`src/rtl/bmf_part_err_sweep_ctrl.sv`:
```
// Error-characterisation sequencer for one approximated BMF partition: sweeps all
// input patterns through exact/approx instances and accumulates mismatch metrics.
//
// state | meaning
// IDLE  | waiting for start; results of the last sweep held
// RUN   | driving vec 0 .. 2^N_IN-1, one pattern per cycle
// DRAIN | vec held at last pattern while the final LAT results arrive
// DONE  | one-cycle done pulse, results final
module bmf_part_err_sweep_ctrl #(
  parameter int N_IN  = 9,
  parameter int N_OUT = 5,
  parameter int LAT   = 1
) (
  input  logic                                 clk,
  input  logic                                 rst,
  input  logic                                 start,
  input  logic                                 abort,
  output logic [N_IN-1:0]                      vec,
  input  logic [N_OUT-1:0]                     exact_po,
  input  logic [N_OUT-1:0]                     approx_po,
  output logic                                 busy,
  output logic                                 done,
  output logic                                 aborted,
  output logic [N_IN:0]                        mismatch_cnt,
  output logic [N_IN+$clog2(N_OUT+1)-1:0]      hd_sum,
  output logic [N_OUT-1:0]                     max_err
);

  localparam int PW = $clog2(N_OUT + 1);
  localparam int HW = N_IN + PW;
  localparam logic [N_IN-1:0] VEC_LAST   = {N_IN{1'b1}};
  localparam logic [1:0]      DRAIN_LOAD = (LAT > 0) ? 2'(LAT - 1) : 2'd0;

  typedef enum logic [1:0] {S_IDLE, S_RUN, S_DRAIN, S_DONE} state_t;

  state_t            state_q, state_d;
  logic [1:0]        drain_cnt;
  logic              start_acc;
  logic              abort_hit;
  logic              tag;
  logic [N_OUT-1:0]  diff;
  logic [N_OUT-1:0]  abs_err;
  logic [PW-1:0]     pop;

  function automatic logic [PW-1:0] popcount(input logic [N_OUT-1:0] d);
    logic [PW-1:0] c;
    c = '0;
    for (int i = 0; i < N_OUT; i++) c = c + PW'(d[i]);
    return c;
  endfunction

  assign start_acc = (state_q == S_IDLE) && start && !abort;
  assign abort_hit = abort && ((state_q == S_RUN) || (state_q == S_DRAIN));
  assign busy      = (state_q == S_RUN) || (state_q == S_DRAIN);
  assign done      = (state_q == S_DONE);

  assign diff    = exact_po ^ approx_po;
  assign pop     = popcount(diff);
  assign abs_err = (exact_po >= approx_po) ? (exact_po - approx_po) : (approx_po - exact_po);

  always_ff @(posedge clk) begin
    if (rst) state_q <= S_IDLE;
    else     state_q <= state_d;
  end

  always_comb begin
    state_d = state_q;
    case (state_q)
      S_IDLE:  if (start_acc) state_d = S_RUN;
      S_RUN: begin
        if (abort)                 state_d = S_IDLE;
        else if (vec == VEC_LAST)  state_d = (LAT > 0) ? S_DRAIN : S_DONE;
      end
      S_DRAIN: begin
        if (abort)                 state_d = S_IDLE;
        else if (drain_cnt == 2'd0) state_d = S_DONE;
      end
      S_DONE:  state_d = S_IDLE;
      default: state_d = S_IDLE;
    endcase
  end

  // vec parks on the last pattern after the sweep and restarts only on an accepted start
  always_ff @(posedge clk) begin
    if (rst) begin
      vec       <= '0;
      drain_cnt <= 2'd0;
    end else begin
      if (start_acc)
        vec <= '0;
      else if ((state_q == S_RUN) && !abort && (vec != VEC_LAST))
        vec <= vec + 1'b1;

      if ((state_q == S_RUN) && (vec == VEC_LAST))
        drain_cnt <= DRAIN_LOAD;
      else if ((state_q == S_DRAIN) && (drain_cnt != 2'd0))
        drain_cnt <= drain_cnt - 2'd1;
    end
  end

  // Sample tag: follows vec through the same latency as the partition datapath
  if (LAT == 0) begin : g_nolat
    assign tag = (state_q == S_RUN);
  end else begin : g_lat
    logic [LAT-1:0] vpipe;
    always_ff @(posedge clk) begin
      if (rst || abort_hit) begin
        vpipe <= '0;
      end else begin
        vpipe[0] <= (state_q == S_RUN);
        for (int i = 1; i < LAT; i++) vpipe[i] <= vpipe[i-1];
      end
    end
    assign tag = vpipe[LAT-1];
  end

  always_ff @(posedge clk) begin
    if (rst) begin
      aborted      <= 1'b0;
      mismatch_cnt <= '0;
      hd_sum       <= '0;
      max_err      <= '0;
    end else if (start_acc) begin
      aborted      <= 1'b0;
      mismatch_cnt <= '0;
      hd_sum       <= '0;
      max_err      <= '0;
    end else begin
      if (abort_hit) aborted <= 1'b1;
      // A sample landing on the abort edge is in flight and is dropped
      if (tag && !abort_hit) begin
        mismatch_cnt <= mismatch_cnt + {{N_IN{1'b0}}, (diff != '0)};
        hd_sum       <= hd_sum + {{N_IN{1'b0}}, pop};
        if (abs_err > max_err) max_err <= abs_err;
      end
    end
  end

endmodule
```
`config.mk`:
```
export PLATFORM = sky130hd
export DESIGN_NAME = bmf_part_err_sweep_ctrl
export DESIGN_NICKNAME = d
export VERILOG_FILES = /design/src/rtl/bmf_part_err_sweep_ctrl.sv
export SDC_FILE = /design/constraint.sdc
export NUM_CORES = 1
export LEC_CHECK = 0
export CORE_UTILIZATION = 55
export CTS_CLUSTER_DIAMETER = 120
export DETAILED_ROUTE_END_ITERATION = 6
export PLACE_DENSITY = 0.93
export SETUP_SLACK_MARGIN = 0.3
export SLEW_MARGIN = 25
export SYNTH_ARGS = -nofsm -noshare
export SYNTH_HDL_FRONTEND = slang
export SYNTH_SLANG_ARGS = --single-unit
```
`constraint.sdc`:
```
create_clock -name clk -period 11.9 [get_ports clk]
set_input_delay 3.57 -clock clk [delete_from_list [all_inputs] [get_ports clk]]
set_output_delay 3.57 -clock clk [all_outputs]
set_load 0.1 [all_outputs]
```
==> qor.yml <==
layout:
  final_core_util_pct: 72.9
  areaGrowthSynthToFinish_pct: 26.8
  regArea_um2: 841
  diodes: 0
  n_fill_cell: 342
  drive_above_1_share_pct: 4.94
  multiInputGateArea_mm2: 0.00154
  layout.nets: 390
  final_cells: 396
global_routing:
  grt_max_degree: 35
  grt_pass1_wl_um: 9340
  antenna_found_initial: 0
  grt_usage_pct: 23.7
  grt_pass1_vias: 2123
  overflow: 0
detailed_routing:
  wl_met2_um: 2790
  drtIter0Drc: 105
  dr.pass1.iters: 5
  ant_nets: 0
  drc: 0
  met1_length_um: 2310
  top_layer: "met4"
  dr_wl_met3_um: 296
  via_count: 2156
  viasPerCell: 5.44
  routed_wl_um: 5460
  routedWlPerCell_um: 13.8
clock_network:
  clock_sinks: 42
  clock_latency_ps: 300
  cts_buffers: 5
  post_cts_resized: 0
  htree_num_levels: 2
  cts_hold_buf: 0
  root_buffer: "clkbuf_8"
  clkTransAtPathRegs_ps: 80
  cts_buffer_depth: 2
  cts_tree: "built"
  cts_setup_buffers: 0
worst_setup_path:
  cpMaxStageDelayCell: "fa_1"
  cp_num_cells: 14
  criticalPathCategory: "input port to flip-flop"
  crit_fanout: 10
  path_delay_family: "adder cells"
  rr_worst_depth: 12
  startpoint_type: "input port"
  worst_ep_required_time_ps: 12070
  path_cells: "clkdlybuf4s50_1 -> inv_1 -> ha_1 -> fa_1 -> fa_1 -> inv_1 -> ha_1 -> inv_1 -> fa_1 -> nor2b_1 -> o21a_1 -> nand4_1 -> xor2_1 -> nor2_1"
  cp.arrival_ps: 6910
  worst_setup_path_end_kind: "flip-flop"
  slowest_delay_ps: 500
  path_buf_inv: 4
hold_path:
  hold_path_depth: 2
  hold_path_class: "flip-flop to flip-flop"
sta:
  final_max_slew_viol_count: 0
  worst_slack_ps: 5160
  tightest_slew_ps: 991
  fin_worst_skew_ps: 4.12
  fin_crit_sh_pct: 56.7
  grt_setup_unrepaired: "no"
  tns_ps: 0
  fin_crit_ps: 6740
  holdWs_ps: 478
  clock.fmax_mhz: 148
  hold_violations: 0
  maxSlewHeadroom_pct: 33.7
  finalSetupViolations: 0
yosys:
  ys_async_sr_fraction_pct: 0
  ys_ff_latch: 42
  netlist_top_cells_area: "dfxtp_1 (33%), ha_1 (14%), xor2_1 (5.6%)"
  synth_nets: 337
  synth_cell_types: 39
  synth_area_leader_cell: "dfxtp_1"
  synth-seq-area-share_pct: 33.4
  synth_flop_cell: "dfxtp_1"
  yosys_warnings: 0
  avgSynthCellArea_um2: 8.69
  yosys.area.top_type_share_pct: 33.4
  syn_area_mm2: 0.00252
  netlist_instances: 290
  synth_edf_count: 0
placement:
  dp_slack_ps: 4850
  hpwlAfterDp_um: 4090
  gp_congestion: 0.777
  portBuffers: 52
  dp.cells: 388
pwr:
  power_density_mw_per_mm2: 118
  peakVddDrop_mv: 0.0907
  power.leakage_nw: 1.30
die:
  rows: 24
  initial_core_util_pct: 57.5
  die_x_um: 69.7
  core_area_mm2: 0.00438
  ios: 53
  fp.dieH_um: 69.7
  die_area_mm2: 0.00486
run:
  cap_viol_max_count: 0
outcome:
  outcome: "finished, final reports clean"
cells in the mapped netlist, types with 2 or more instances:
library cell  number
nor2_1            33
ha_1              28
nand3_1            9
dfxtp_1           42
nand2_1           24
clkbuf_1           4
a31oi_2            2
a21oi_1           18
and3_1             4
buf_2              2
xor2_1            16
a21o_1             6
mux2i_1            6
o21ai_0            9
and4_1             2
nand4_1            5
nor2b_1            5
a211oi_1           5
or3_1              3
nor3_1             4
inv_1             31
xnor2_1           11
fa_1               5
final timing paths:
path | start | end | slack [ps]
min reg2reg | aborted | aborted | 480
min | aborted | aborted | 480
max | exact_po[2] | hd_sum[6] | 5160
max reg2reg | hd_sum[0] | hd_sum[6] | 8990
cells in the final DEF, fill, tap and decap left out, types with 2 or more instances in the layout:
cell type        synthesis  final
mux2i_1                  6      6
a211oi_1                 5      5
and4_1                   2      2
nand2_1                 24     24
a21oi_1                 18     18
and3_1                   4      4
clkdlybuf4s50_1          0     52
nand3_1                  9      9
o21ai_0                  9      9
nand4_1                  5      5
xnor2_1                 11     11
ha_1                    28     28
nor2_1                  33     33
inv_1                   31     31
clkinvlp_4               0      2
a31oi_2                  2      2
xor2_1                  16     16
or3_1                    3      3
fa_1                     5      5
a21o_1                   6      5
nor3_1                   4      4
dfxtp_1                 42     42
clkbuf_8                 0      5
nor2b_1                  5      5
per-stage QoR:
step           power (mW)  cell area (µm²)
2_1_floorplan       0.238             2520
3_3_place_gp        0.260             3080
3_5_place_dp        0.265             3080
4_1_cts             0.379             3190
5_1_grt             0.397             3200
6_report            0.377             3200
worst min-delay path, delay by kind of cell (launching register included):
family           cells  cell delay [ps]
AO/OA/AOI/OAI        1               40
AND/OR/NAND/NOR      1               70
flip-flops           1              340
power breakdown:
group / internal, mW / total, mW / switching (mW)
combinational: 0.0405 / 0.114 / 0.0734
sequential: 0.145 / 0.148 / 0.00377
clock: 0.0624 / 0.115 / 0.0527
total: 0.247 / 0.377 / 0.130
metal layers:
metal	vias to the layer above	track usage, %
met2	55	42.5
met1	1018	27.3
met3	7	6.25
met5	-	0
met4	0	7.78
li1	1076	-
layout make-up:
cell class                 instances  share of cell area, %
multi-input combinational        211                   48.2
sequential                        42                   26.3
timing repair buffer              52                   16.3
inverter                          31                   3.64
clock buffer                       5                   2.15
tap                               52                   2.04
clock inverter                     3                   1.41
state kept, by name, summed over array words and instances (netlist names):
name	count
drain_cnt	2
state_q	2
aborted	1
max_err	5
mismatch_cnt	10
g_lat.vpipe	1
vec	9
hd_sum	12
logic make-up after synthesis:
| logic type | synth area share, % |
|---|---|
| buffers and inverters | 5.61 |
| XOR/XNOR | 9.38 |
| AO/OA/AOI/OAI | 11.7 |
| adder cells (fa/ha/maj) | 17.9 |
| AND/OR/NAND/NOR | 19.3 |
| multiplexers | 2.83 |
| flip-flops | 33.4 |
No activity file was read; power rests on OpenSTA's default activity.
